===== src/rtl/pc_sequencer.sv =====
// pc_sequencer -- program-counter sequencer with a circular return-address stack.
//
// Computes the next program counter each enabled cycle from the mode input
// (sequential, branch, jump, call, return, hold). Calls push the wrapped
// return address (pc+1) onto a RAS_DEPTH-entry circular stack; returns pop it.
// Overflow (call while full) overwrites the oldest entry; underflow (return
// while empty) falls through to pc+1. Both raise sticky flags.
//
// Parameters
//   PC_W      program-counter width in bits (4..16)
//   RAS_DEPTH return-address-stack entries (2..16)
//   RESET_PC  pc value loaded on reset
//
// Ports
//   CLOCK_50   in   1     single clock, rising edge
//   reset      in   1     asynchronous, active-low reset
//   enable     in   1     1 = advance, 0 = stall (flush/err_clr still act)
//   mode       in   3     000 seq, 001 branch, 010 jump, 011 call, 100 return,
//                         101..111 hold
//   br_taken   in   1     branch condition (mode 001 only)
//   br_target  in   PC_W  branch target
//   j_imm      in   PC_W  jump/call target
//   flush      in   1     clear the return stack, suppress this cycle's push/pop
//   err_clr    in   1     clear sticky ovf/unf (a same-cycle new error wins)
//   pc         out  PC_W  registered program counter
//   ras_count  out  5     valid stack entries, 0..RAS_DEPTH
//   ras_full   out  1     ras_count == RAS_DEPTH
//   ras_empty  out  1     ras_count == 0
//   ovf        out  1     sticky stack overflow
//   unf        out  1     sticky stack underflow

module pc_sequencer #(
  parameter int unsigned PC_W      = 12,
  parameter int unsigned RAS_DEPTH = 4,
  parameter int unsigned RESET_PC  = 0
) (
  input  logic            CLOCK_50,
  input  logic            reset,
  input  logic            enable,
  input  logic [2:0]      mode,
  input  logic            br_taken,
  input  logic [PC_W-1:0] br_target,
  input  logic [PC_W-1:0] j_imm,
  input  logic            flush,
  input  logic            err_clr,
  output logic [PC_W-1:0] pc,
  output logic [4:0]      ras_count,
  output logic            ras_full,
  output logic            ras_empty,
  output logic            ovf,
  output logic            unf
);

  localparam int unsigned PTR_W = (RAS_DEPTH > 1) ? $clog2(RAS_DEPTH) : 1;
  localparam logic [PTR_W-1:0] LAST_IDX = PTR_W'(RAS_DEPTH - 1);
  localparam logic [4:0]       FULL_CNT = 5'(RAS_DEPTH);

  typedef enum logic [2:0] {
    MODE_SEQ  = 3'b000,
    MODE_BR   = 3'b001,
    MODE_JMP  = 3'b010,
    MODE_CALL = 3'b011,
    MODE_RET  = 3'b100
  } mode_e;

  logic [PC_W-1:0]  stack [RAS_DEPTH];
  // wr_ptr is the slot the next push writes; when full it is also the oldest
  // entry, so an overflowing push naturally overwrites it.
  logic [PTR_W-1:0] wr_ptr;
  logic [PTR_W-1:0] top_idx;
  logic [PTR_W-1:0] wr_ptr_inc;

  logic [PC_W-1:0] pc_inc;
  logic [PC_W-1:0] pc_nxt;
  logic            do_push;
  logic            do_pop;
  logic            ovf_set;
  logic            unf_set;

  assign pc_inc     = pc + PC_W'(1);
  assign top_idx    = (wr_ptr == '0) ? LAST_IDX : wr_ptr - PTR_W'(1);
  assign wr_ptr_inc = (wr_ptr == LAST_IDX) ? '0 : wr_ptr + PTR_W'(1);

  assign ras_full  = (ras_count == FULL_CNT);
  assign ras_empty = (ras_count == '0);

  always_comb begin
    pc_nxt  = pc;
    do_push = 1'b0;
    do_pop  = 1'b0;
    ovf_set = 1'b0;
    unf_set = 1'b0;
    case (mode_e'(mode))
      MODE_SEQ: pc_nxt = pc_inc;
      MODE_BR:  pc_nxt = br_taken ? br_target : pc_inc;
      MODE_JMP: pc_nxt = j_imm;
      MODE_CALL: begin
        pc_nxt  = j_imm;
        do_push = !flush;
        ovf_set = !flush && ras_full;
      end
      MODE_RET: begin
        // Flush and underflow both fall through to pc+1; only a genuine
        // empty-stack return (without flush) counts as an underflow.
        if (flush || ras_empty) begin
          pc_nxt  = pc_inc;
          unf_set = !flush;
        end else begin
          pc_nxt = stack[top_idx];
          do_pop = 1'b1;
        end
      end
      default: pc_nxt = pc;
    endcase
  end

  always_ff @(posedge CLOCK_50 or negedge reset) begin
    if (!reset) begin
      pc        <= PC_W'(RESET_PC);
      ras_count <= '0;
      wr_ptr    <= '0;
      ovf       <= 1'b0;
      unf       <= 1'b0;
    end else begin
      if (enable) begin
        pc <= pc_nxt;
      end

      if (flush) begin
        ras_count <= '0;
        wr_ptr    <= '0;
      end else if (enable && do_push) begin
        wr_ptr <= wr_ptr_inc;
        if (!ras_full) begin
          ras_count <= ras_count + 5'd1;
        end
      end else if (enable && do_pop) begin
        wr_ptr    <= top_idx;
        ras_count <= ras_count - 5'd1;
      end

      ovf <= (enable && ovf_set) || (ovf && !err_clr);
      unf <= (enable && unf_set) || (unf && !err_clr);
    end
  end

  // Stack storage carries no reset; its contents are meaningless while
  // ras_count says they are invalid.
  always_ff @(posedge CLOCK_50) begin
    if (reset && enable && do_push) begin
      stack[wr_ptr] <= pc_inc;
    end
  end

endmodule


===== config.mk =====
export PLATFORM = sky130hd
export DESIGN_NAME = pc_sequencer
export DESIGN_NICKNAME = d
export VERILOG_FILES = /design/src/rtl/pc_sequencer.sv
export SDC_FILE = /design/constraint.sdc
export NUM_CORES = 1
export LEC_CHECK = 0
export BUFFER_PORTS_ARGS = -buffer_cell sky130_fd_sc_hd__buf_2
export CORE_MARGIN = 1
export CORE_UTILIZATION = 26
export CTS_BUF_LIST = sky130_fd_sc_hd__clkbuf_8
export DETAILED_ROUTE_END_ITERATION = 6
export GPL_TIMING_DRIVEN = 0
export PLACE_DENSITY_LB_ADDON = 0.05
export SETUP_SLACK_MARGIN = 0.2
export SYNTH_ARGS = -nofsm -noshare
export SYNTH_HDL_FRONTEND = slang
export SYNTH_SLANG_ARGS = --single-unit
export TNS_END_PERCENT = 30

===== constraint.sdc =====
create_clock -name CLOCK_50 -period 2.85 [get_ports CLOCK_50]
set_clock_uncertainty 0.2 [all_clocks]
set_input_delay 0 -clock CLOCK_50 [delete_from_list [all_inputs] [get_ports CLOCK_50]]
set_output_delay 0 -clock CLOCK_50 [all_outputs]
set_load 0.05 [all_outputs]

==> results.md, run 1 <==
## Global routing
* global-route wire length before repair: 17.9 mm
* grt ovf: 0
* maximum number of pins on one net before global-route repair: 19
* number of global-route vias before repair: 2961
* met1 usage: 24.9%
* busiest layer in global routing: met2
* antenna violations before repair: 0
* met3 usage: 2.77%
* total track usage: 17.3%
* GR met2 Demand/Resource: 25.4%

## Timing
* final critical-path share of the clock period: 89.8%
* time the worst path needs with I/O delays and setup: 2.56 ns
* aggregate negative setup slack: 0 ns
* number of max-slew violations in the final report: 0
* Final WS setup: 0.291 ns
* relative slew slack: 40.6%
* final setup vio count: 0
* Worst-Margin Slew: 0.892 ns
* Max Clk Rate: 0.391 GHz
* Min Hold Slack: 0.0225 ns
* unrepaired setup endpoints after global routing: yes
* number of hold-slack violations in the final timing report: 0

## Synthesis
* proportion of synthesized chip area in sequential cells: 53.1%
* count of yosys warnings during synthesis: 0
* number of synthesized flops with an enable pin: 48
* syn avg cell area: 12.4 um^2
* synthesized net count: 341
* synthesized area: 3710 um^2
* fraction of registers with async set or reset after synthesis: 30.4%
* top-area cell type share of the netlist area: 38.9%
* Seq cells post-synth: 69
* most instantiated library cell after synthesis: sky130_fd_sc_hd__edfxtp_1
* number of distinct library cells after synthesis: 63
* gate count after technology mapping: 298
* Yosys top cell by area: sky130_fd_sc_hd__edfxtp_1
* commonest register cell after synthesis: sky130_fd_sc_hd__edfxtp_1
* most instantiated cells after synthesis: sky130_fd_sc_hd__edfxtp_1, sky130_fd_sc_hd__a21oi_1, sky130_fd_sc_hd__dfrtp_1
* leading post-synthesis cells by cell area: sky130_fd_sc_hd__edfxtp_1, sky130_fd_sc_hd__dfrtp_1, sky130_fd_sc_hd__mux4_2

## Power
* Leak Pwr: 1.76 nW
* Power, Total: 3.29 mW
* power density over the cells: 704 nW/um^2
* maximum VDD drop: 0.195 mV

## Drt
* post-detailed-route wirelength per cell: 20.5 um
* DRC violation total after the first TritonRoute iteration: 166
* DRT Pass-1 Iters: 4
* number of vias per cell after detailed routing: 4.88
* final routed DRC violation total: 0
* overall via count from detail_route: 2794
* antenna violation net count after detailed routing: 0
* Final Routed Wirelength: 11.8 mm

## Place
* Area after DPL: 4190 um^2
* DPL Wire Length: 8.10 mm
* post-place setup slack: -0.00694 ns
* Placed Instances: 529
* GPL Wtd Cong: 0.726
* count of port buffers added during placement: 51

## Setup path
* kind of end point of the critical path: flop
* maximum single-stage delay on the critical path: 0.54 ns
* type of origin of the critical path: flop
* Critical Path, Cell by Cell: inv_1 > ha_1 > buf_2 > buf_6 > mux4_2 > a221oi_1 > a21oi_1
* Data required, critical path: 2.90 ns
* highest fanout seen on the critical path: 10
* WP data arrival: 2.61 ns
* slowest cell on the critical path: sky130_fd_sc_hd__mux4_2
* type of the worst setup path: flop to flop

## Layout
* share of cells above drive strength 1: 26.5%
* final core utilization: 33.7%
* final instance area: 4670 um^2
* total number of nets in the final design: 431
* count of placed standard cells in the final layout, fillers left out: 573
* fill cell total of the finished layout: 1430
* area growth from synthesis to layout: 26.0%
* number of antenna repair diodes: 0

## Floorplan
* core area: 13900 um^2
* Initial Util: 26.7%
* Total Die Area: 14700 um^2
* overall die width: 121 um
* chip height: 121 um
* Site Rows: 43
* count of boundary I/O pins: 54

## Status
* outcome: finished clean

## Hold path
* type of the tightest min-delay check: input pin to flop

## Clocking
* number of levels the H-tree was split into: 3
* Worst-path clk slew: 0.09 ns
* Clk Tree Root Cell: sky130_fd_sc_hd__clkbuf_8
* clock insertion delay at the later pin of the skew report: 0.37 ns
* number of buffers on the longest clock path: 2
* clock tree from TritonCTS: done
* CTS sink count: 69
* number of CTS-inserted buffers: 9

## Job
* number of violations of the max-capacitance limit: 0

## sequential cells by signal (all words and copies together) (netlist names)
name and flops:
pc 12, wr_ptr 2, unf 1, ras_count 5, ovf 1, stack 48
## cell usage in the layout (no fill, tap or decap), types with 5 or more instances in the layout
master,Yosys,layout
sky130_fd_sc_hd__and3_1,5,5
sky130_fd_sc_hd__ha_1,9,9
sky130_fd_sc_hd__edfxtp_1,48,48
sky130_fd_sc_hd__clkbuf_1,8,7
sky130_fd_sc_hd__nor2_1,20,20
sky130_fd_sc_hd__inv_1,9,11
sky130_fd_sc_hd__clkbuf_8,0,9
sky130_fd_sc_hd__dfrtp_1,21,21
sky130_fd_sc_hd__buf_2,5,55
sky130_fd_sc_hd__xnor2_1,11,11
sky130_fd_sc_hd__o21ai_0,8,8
sky130_fd_sc_hd__nand2_1,15,15
sky130_fd_sc_hd__o22ai_1,7,7
sky130_fd_sc_hd__nand2b_1,12,12
sky130_fd_sc_hd__mux2_1,5,5
sky130_fd_sc_hd__mux4_2,12,12
sky130_fd_sc_hd__dlygate4sd3_1,0,25
sky130_fd_sc_hd__a21oi_1,26,26
sky130_fd_sc_hd__a221oi_1,6,6
## critical path, delay by kind of cell, from the launching register on
kind / cells / cell delay (ns)
buffers and inverters: 3 / 0.57
multiplexers: 1 / 0.54
flip-flops: 1 / 0.44
AO/OA/AOI/OAI: 2 / 0.38
adder cells (fa/ha/maj): 1 / 0.29
## logic make-up after synthesis
kind of cell | share of synthesized area (%)
multiplexers | 9.35
AND/OR/NAND/NOR | 12.5
adder cells (fa/ha/maj) | 3.58
flip-flops | 53.1
AO/OA/AOI/OAI | 15.1
buffers and inverters | 3.10
XOR/XNOR | 3.31
## per-layer routing
| layer | share of wire (%) | routed length [um] |
|---|---|---|
| met5 | 0 | 0 |
| met4 | 2.2 | 257 |
| met3 | 2.5 | 297 |
| met2 | 44 | 5190 |
| met1 | 51 | 6010 |
## cell type report
type	instances	area [um^2]	share of cell area (%)
Sequential cell	69	1970	42.1
Clock inverter	7	67.6	1.45
Inverter	12	45.0	0.964
Timing Repair Buffer	79	541	11.6
Multi-Input combinational cell	202	1630	34.8
Clock buffer	9	124	2.65
Tap cell	180	225	4.82
Buffer	15	77.6	1.66
## power breakdown
part	switching [mW]	internal, mW
clock network	0.438	0.401
logic	0.729	0.371
registers	0.142	1.21
## path summary, 6_finish.rpt
check                                  start  slack [ns]  depth (start not counted)      endpoint
worst min register to register           unf        0.32                          2           unf
max in group asynchronous              reset        1.36                          4  ras_count[4]
worst max register to register     wr_ptr[1]        0.29                          7         pc[5]
min in group asynchronous              reset        0.48                          4     wr_ptr[1]
worst min-delay path            br_target[3]        0.02                          5         pc[3]
worst max-delay path               wr_ptr[1]        0.29                          7         pc[5]
## repair_timing
item,in CTS,in global routing
endpoints found under the setup margin,10,6
endpoints found under the hold margin,37,0
gates resized for setup,3,0
buffers inserted,0,2
hold buffers,26,0
pin swaps,0,1
No activity file was read; power rests on OpenSTA's default activity.
==> run 2: changes to the inputs <==
Clock period 2.85 ns to 2.1 ns, I/O delays scaled along.
==> run 2 against run 1 <==
  * The flow now finishes with violations (setup timing)
  * Utilization grew 2.9 points
  * Worst hold slack worse by 0.0023 ns
  * Cell count is 2.8% higher
  * Sequential share of layout area down 3.1 points
  * Non-clock buffer count grew 16
  * Clock power is 11% higher
  * Critical path depth unchanged
  * Total power rose by 42%
  * Via count is 2.9% higher
  * Critical endpoint unchanged
  * Largest power group is now combinational logic
==> results.md, run 2 (same netlist as run 1, synthesis figures left out) <==
## Setup path
* crit path launch: wr_ptr[1]
* kind of end point of the critical path: flop
* WP data arrival: 2.19 ns, -0.42 ns
* type of origin of the critical path: flop
* slack of the worst reg-to-reg path: -0.05 ns, -0.35 ns
* startpoint of the worst-slack reg-to-reg timing path: wr_ptr[1]
* Worst Setup EP: pc[5]
* Data required, critical path: 2.14 ns, -0.76 ns
* R2R Path End: pc[5]
* R2R depth: 7, unchanged
* type of the worst setup path: flop to flop
* maximum single-stage delay on the critical path: 0.54 ns, about the same
* slowest cell on the critical path: sky130_fd_sc_hd__mux4_2
* Critical Path, Cell by Cell: inv_2 > ha_4 > buf_8 > buf_12 > mux4_2 > a221oi_2 > a21oi_1
* highest fanout seen on the critical path: 5, -5

## Timing
* final critical-path share of the clock period: 103%, +13 points
* time the worst path needs with I/O delays and setup: 2.15 ns, -0.404 ns
* Worst-Margin Slew: 0.671 ns, -0.221 ns
* final setup vio count: 8, +8
* number of max-slew violations in the final report: 0, unchanged
* relative slew slack: 55.3%, +15 points
* unrepaired setup endpoints after global routing: yes
* aggregate negative setup slack: -0.216 ns, -0.216 ns
* number of hold-slack violations in the final timing report: 0, unchanged
* Max Clk Rate: 0.464 GHz, +19%
* Min Hold Slack: 0.0202 ns, -0.00234 ns
* Final WS setup: -0.0549 ns, -0.346 ns

## Status
* violated checks: setup timing
* outcome: finished with violations

## Floorplan
* Total Die Area: 14700 um^2, unchanged
* Initial Util: 26.7%, unchanged
* Site Rows: 43, unchanged
* chip height: 121 um, unchanged
* count of boundary I/O pins: 54, unchanged
* overall die width: 121 um, unchanged
* core area: 13900 um^2, unchanged

## Drt
* overall via count from detail_route: 2875, +2.9%
* number of vias per cell after detailed routing: 4.88, +0.10%
* post-detailed-route wirelength per cell: 20.4 um, -0.51%
* antenna violation net count after detailed routing: 0, unchanged
* DRT Pass-1 Iters: 5, +1
* final routed DRC violation total: 0, unchanged
* Final Routed Wirelength: 12.0 mm, +2.3%
* DRC violation total after the first TritonRoute iteration: 166, unchanged

## Place
* post-place setup slack: -0.729 ns, -0.722 ns
* Placed Instances: 529, unchanged
* GPL Wtd Cong: 0.770, +6.1%
* count of port buffers added during placement: 51, unchanged
* DPL Wire Length: 8.09 mm, about the same

## Layout
* most common library cell in the layout ignoring fill and taps: sky130_fd_sc_hd__buf_2
* largest registers ranked by flip-flop count: stack: 48 flops, pc: 12 flops, ras_count: 5 flops
* area growth from synthesis to layout: 37.1%
* Largest Register: stack
* highest-count cells in the layout ignoring fill and taps: sky130_fd_sc_hd__buf_2, sky130_fd_sc_hd__edfxtp_1, sky130_fd_sc_hd__dlygate4sd3_1, sky130_fd_sc_hd__a21oi_1, sky130_fd_sc_hd__nor2_1
* number of flip-flops under the largest register name: 48, unchanged
* total number of nets in the final design: 447, +3.7%
* count of placed standard cells in the final layout, fillers left out: 589, +2.8%
* number of antenna repair diodes: 0, unchanged
* fill cell total of the finished layout: 1384, -3.2%
* share of cells above drive strength 1: 41.6%, +15 points

## Clocking
* number of levels the H-tree was split into: 3, unchanged
* CTS sink count: 69, unchanged
* clock tree from TritonCTS: done
* number of buffers on the longest clock path: 2, unchanged
* number of CTS-inserted buffers: 9, unchanged
* Clk Tree Root Cell: sky130_fd_sc_hd__clkbuf_8
* Worst-path clk slew: 0.07 ns, -0.02 ns
* clock insertion delay at the later pin of the skew report: 0.36 ns, about the same

## Hold path
* type of the tightest min-delay check: input pin to flop

## Power
* Leak Pwr: 1.91 nW, +8.4%
* Power, Total: 4.68 mW, +42%
* maximum VDD drop: 0.467 mV, +140%
* power density over the cells: 921 nW/um^2, +31%

## Global routing
* grt ovf: 0, unchanged
* maximum number of pins on one net before global-route repair: 22, +3
* antenna violations before repair: 0, unchanged
* global-route wire length before repair: 18.2 mm, +1.8%
* total track usage: 17.5%, +0.26 points
* number of global-route vias before repair: 3030, +2.3%

## Job
* number of violations of the max-capacitance limit: 0, unchanged

[run 2: final cells by class]
cell class	instances	area, um^2	share of cell area [%]
sequential	69	1980	39.0
multi-input combinational	202	1830	36.1
timing repair buffer	95	726	14.3
tap	180	225	4.43
clock buffer	9	124	2.44
buffer	15	113	2.22
inverter	12	48.8	0.960
clock inverter	7	33.8	0.665
[run 2: routing by layer]
layer	vias up	share of wire, %	GRT usage, %
li1	1366	-	-
met1	1443	48	24.0
met3	11	3.5	2.44
met2	55	47	27.8
met5	-	0	0
met4	0	1.6	7.02
[run 2: per-stage QoR]
step / utilization, % / instance area [um^2]
final: 36.6 / 5080
after global routing: 36.6 / 5080
after CTS: 36.1 / 5010
after detailed placement: 30.8 / 4280
after global placement: 30.8 / 4280
after floorplan: - / 3800
[run 2: where the power goes]
group	switching (mW)	internal, mW
clock network	0.521	0.410
logic	1.11	0.790
registers	0.201	1.65
[run 2: timing repair]
item | 4_1_cts | 5_1_grt
buffers inserted | 16 | 4
endpoints found under the setup margin | 89 | 34
hold buffers | 23 | 0
pin swaps | 15 | 5
resized for setup | 39 | 9
gates cloned | 1 | 0
hold endpoints to repair | 36 | 0
[run 2: how the worst min path moves through the flow]
| stage | startpoint | end | slack, ns | cells past startpoint |
|---|---|---|---|---|
| 2_1_floorplan | reset | ovf | -0.50 | 0 |
| 3_3_place_gp | reset | ras_count[3] | -0.14 | 1 |
| 3_5_place_dp | reset | ras_count[3] | -0.15 | 1 |
| 4_1_cts | mode[0] | ovf | 0.002 | 5 |
| 5_1_grt | flush | pc[1] | 0.03 | 4 |
| 6_report | mode[1] | pc[6] | 0.02 | 5 |
[run 2: worst max-delay path, delay by kind of cell, from the launching register on]
kind	cells	cell delay, ns
adders and majority gates	1	0.26
AOI/OAI and AO/OA	2	0.34
buffers and inverters	3	0.31
muxes	1	0.54
DFF	1	0.38
==> run 3: changes to the inputs <==
Settings changed: SKIP_CTS_REPAIR_TIMING from default to 1.
==> run 3 against run 2 <==
  * The run ends with hold timing, setup timing left
  * Maximum frequency shrank 3.1%
  * Final area is 0.84% lower
  * Non-clock buffer count shrank 1
  * Die area unchanged
  * Register-to-register slack worse by 0.07 ns
  * Sequential share of layout area up 0.40 points
  * Count of clock-buffer cells in the layout did not move
  * Total power decreased by 0.29%
  * First-iteration DRC count decreased by 7.2%
  * Global-route usage down 0.96 points
  * Largest power group unchanged
  * Highest routed layer unchanged
==> results.md, run 3 (same netlist as run 1, synthesis figures left out) <==
## Floorplan
* core area: 13900 um^2, unchanged
* Site Rows: 43, unchanged
* chip height: 121 um, unchanged
* count of boundary I/O pins: 54, unchanged
* Total Die Area: 14700 um^2, unchanged
* overall die width: 121 um, unchanged
* Initial Util: 26.7%, unchanged

## Clocking
* Clk Tree Root Cell: sky130_fd_sc_hd__clkbuf_8
* CTS sink count: 69, unchanged
* number of CTS-inserted buffers: 9, unchanged
* clock tree from TritonCTS: done
* number of buffers on the longest clock path: 2, unchanged
* Worst-path clk slew: 0.08 ns, about the same
* clock insertion delay at the later pin of the skew report: 0.36 ns, about the same
* number of levels the H-tree was split into: 3, unchanged

## Power
* Leak Pwr: 1.90 nW, -0.59%
* Reg power frac: 39.4%, about the same
* power density over the cells: 926 nW/um^2, +0.55%
* clock share of power: 20.2%, +0.3 points
* maximum VDD drop: 0.481 mV, +3.1%
* Internal: 2.83 mW, -0.79%
* combinational cell fraction of total power: 40.4%, -0.2 points
* sw frac: 39.5%, +0.31 points
* net switching component of the power: 1.84 mW, +0.50%

## Setup path
* Data required, critical path: 2.15 ns, about the same
* type of origin of the critical path: flop
* R2R Path End: pc[5]
* startpoint of the worst-slack reg-to-reg timing path: wr_ptr[0]
* type of the worst setup path: flop to flop
* R2R depth: 7, unchanged
* maximum single-stage delay on the critical path: 0.54 ns, about the same
* highest fanout seen on the critical path: 6, +1
* number of buffer and inverter instances along the worst setup path: 3, unchanged
* kind of end point of the critical path: flop
* Critical Path, Cell by Cell: inv_2 > ha_4 > buf_8 > buf_12 > mux4_2 > a221oi_2 > a21oi_1
* slowest cell on the critical path: sky130_fd_sc_hd__mux4_2
* kind of cell adding the most delay to the critical path: multiplexers
* Worst Setup EP: pc[5]
* WP data arrival: 2.27 ns, +0.08 ns
* crit path launch: wr_ptr[0]
* number of cells on the critical path: 7, unchanged
* slack of the worst reg-to-reg path: -0.12 ns, -0.07 ns

## Global routing
* maximum number of pins on one net before global-route repair: 26, +18%
* global-route wire length before repair: 17.1 mm, -5.9%
* antenna violations before repair: 0, unchanged
* number of global-route vias before repair: 2815, -7.1%
* total track usage: 16.6%, -0.96 points
* grt ovf: 0, unchanged

## Place
* count of port buffers added during placement: 51, unchanged
* DPL Wire Length: 8.09 mm, unchanged
* GPL Wtd Cong: 0.770, unchanged
* post-place setup slack: -0.729 ns, unchanged
* Area after DPL: 4280 um^2, unchanged

## Drt
* DRT Pass-1 Iters: 4, -1
* DRC violation total after the first TritonRoute iteration: 154, -7.2%
* overall via count from detail_route: 2847, -0.97%
* number of vias per cell after detailed routing: 4.84, -0.81%
* post-detailed-route wirelength per cell: 20.3 um, -0.68%
* Final Routed Wirelength: 11.9 mm, -0.85%
* final routed DRC violation total: 0, unchanged
* antenna violation net count after detailed routing: 0, unchanged

## Timing
* final critical-path share of the clock period: 106%, +3.2 points
* aggregate negative setup slack: -0.528 ns, -0.312 ns
* final setup vio count: 13, +5
* Max Clk Rate: 0.450 GHz, -3.1%
* time the worst path needs with I/O delays and setup: 2.22 ns, +0.0679 ns
* Min Hold Slack: -0.0303 ns, -0.0504 ns
* unrepaired setup endpoints after global routing: yes
* number of max-slew violations in the final report: 0, unchanged
* relative slew slack: 49.6%, -5.7 points
* number of hold-slack violations in the final timing report: 12, +12
* Final WS setup: -0.123 ns, -0.0679 ns
* Worst-Margin Slew: 0.753 ns, +0.0823 ns

## Status
* outcome: finished with violations
* violated checks: hold timing, setup timing

## Layout
* final core utilization: 36.3%, -0.31 points
* largest registers ranked by flip-flop count: stack: 48 flops, pc: 12 flops, ras_count: 5 flops
* highest-count cells in the layout ignoring fill and taps: sky130_fd_sc_hd__buf_2, sky130_fd_sc_hd__edfxtp_1, sky130_fd_sc_hd__buf_4, sky130_fd_sc_hd__a21oi_1, sky130_fd_sc_hd__nor2_1
* share of cells above drive strength 1: 43.6%, +2.1 points
* area growth from synthesis to layout: 35.9%
* total number of nets in the final design: 446, -0.22%
* number of flip-flops under the largest register name: 48, unchanged
* Largest Register: stack
* most common library cell in the layout ignoring fill and taps: sky130_fd_sc_hd__buf_2
* final instance area: 5040 um^2, -0.84%
* number of antenna repair diodes: 0, unchanged

## Job
* number of violations of the max-capacitance limit: 0, unchanged

## Hold path
* origin of the worst min-delay path: j_imm[0]
* type of the tightest min-delay check: input pin to flop

-- run 3: worst min-delay path, cell delays in order --
cell                       delay (ns)
sky130_fd_sc_hd__buf_2           0.08
sky130_fd_sc_hd__nand2b_1        0.10
sky130_fd_sc_hd__a21oi_1         0.06
sky130_fd_sc_hd__o21ai_1         0.12
sky130_fd_sc_hd__a221o_1         0.13
-- run 3: per-layer routing --
metal,part of all wire [%],vias to the layer above,wire [um],global-route usage (%)
li1,-,1359,-,-
met1,48,1426,5710,22.6
met2,47,50,5570,26.0
met3,3.7,12,438,2.49
met4,1.7,0,203,6.94
met5,0,-,0,0
-- run 3: cell type report --
| cell class | instances | area [um^2] |
|---|---|---|
| fillers | 1382 | 8840 |
| flip-flops and latches | 69 | 1980 |
| multi-input cells | 202 | 1840 |
| repair buffers | 94 | 674 |
| well taps | 180 | 225 |
| clock buffers | 9 | 124 |
| plain buffers | 15 | 110 |
| inverters | 12 | 51.3 |
| clock inverters | 7 | 33.8 |
-- run 3: worst min path at each step --
stage / endpoint / slack [ns] / cells after the start
floorplan: ovf / -0.50 / 0
detailed placement: ras_count[3] / -0.15 / 1
global route: ovf / 0.01 / 3
global placement: ras_count[3] / -0.14 / 1
finish: pc[0] / -0.03 / 5
CTS: ras_count[3] / -0.54 / 1
-- run 3: through the flow --
stage | hold WS [ns] | total power, mW | instances
4_1_cts | -0.543 | 4.34 | 545
5_1_grt | 0.0108 | 4.90 | 588
2_1_floorplan | -0.496 | 2.96 | 298
3_5_place_dp | -0.145 | 3.40 | 529
3_3_place_gp | -0.140 | 3.39 | 529
6_report | -0.0303 | 4.67 | 588
-- run 3: power by group through the flow --
stage / Clock, mW / Sequential [mW] / Combinational, mW
detailed placement: 0 / 1.88 / 1.52
global route: 1.02 / 1.86 / 2.02
floorplan: 0 / 2.15 / 0.807
finish: 0.943 / 1.84 / 1.88
global placement: 0 / 1.88 / 1.52
CTS: 0.966 / 1.85 / 1.53
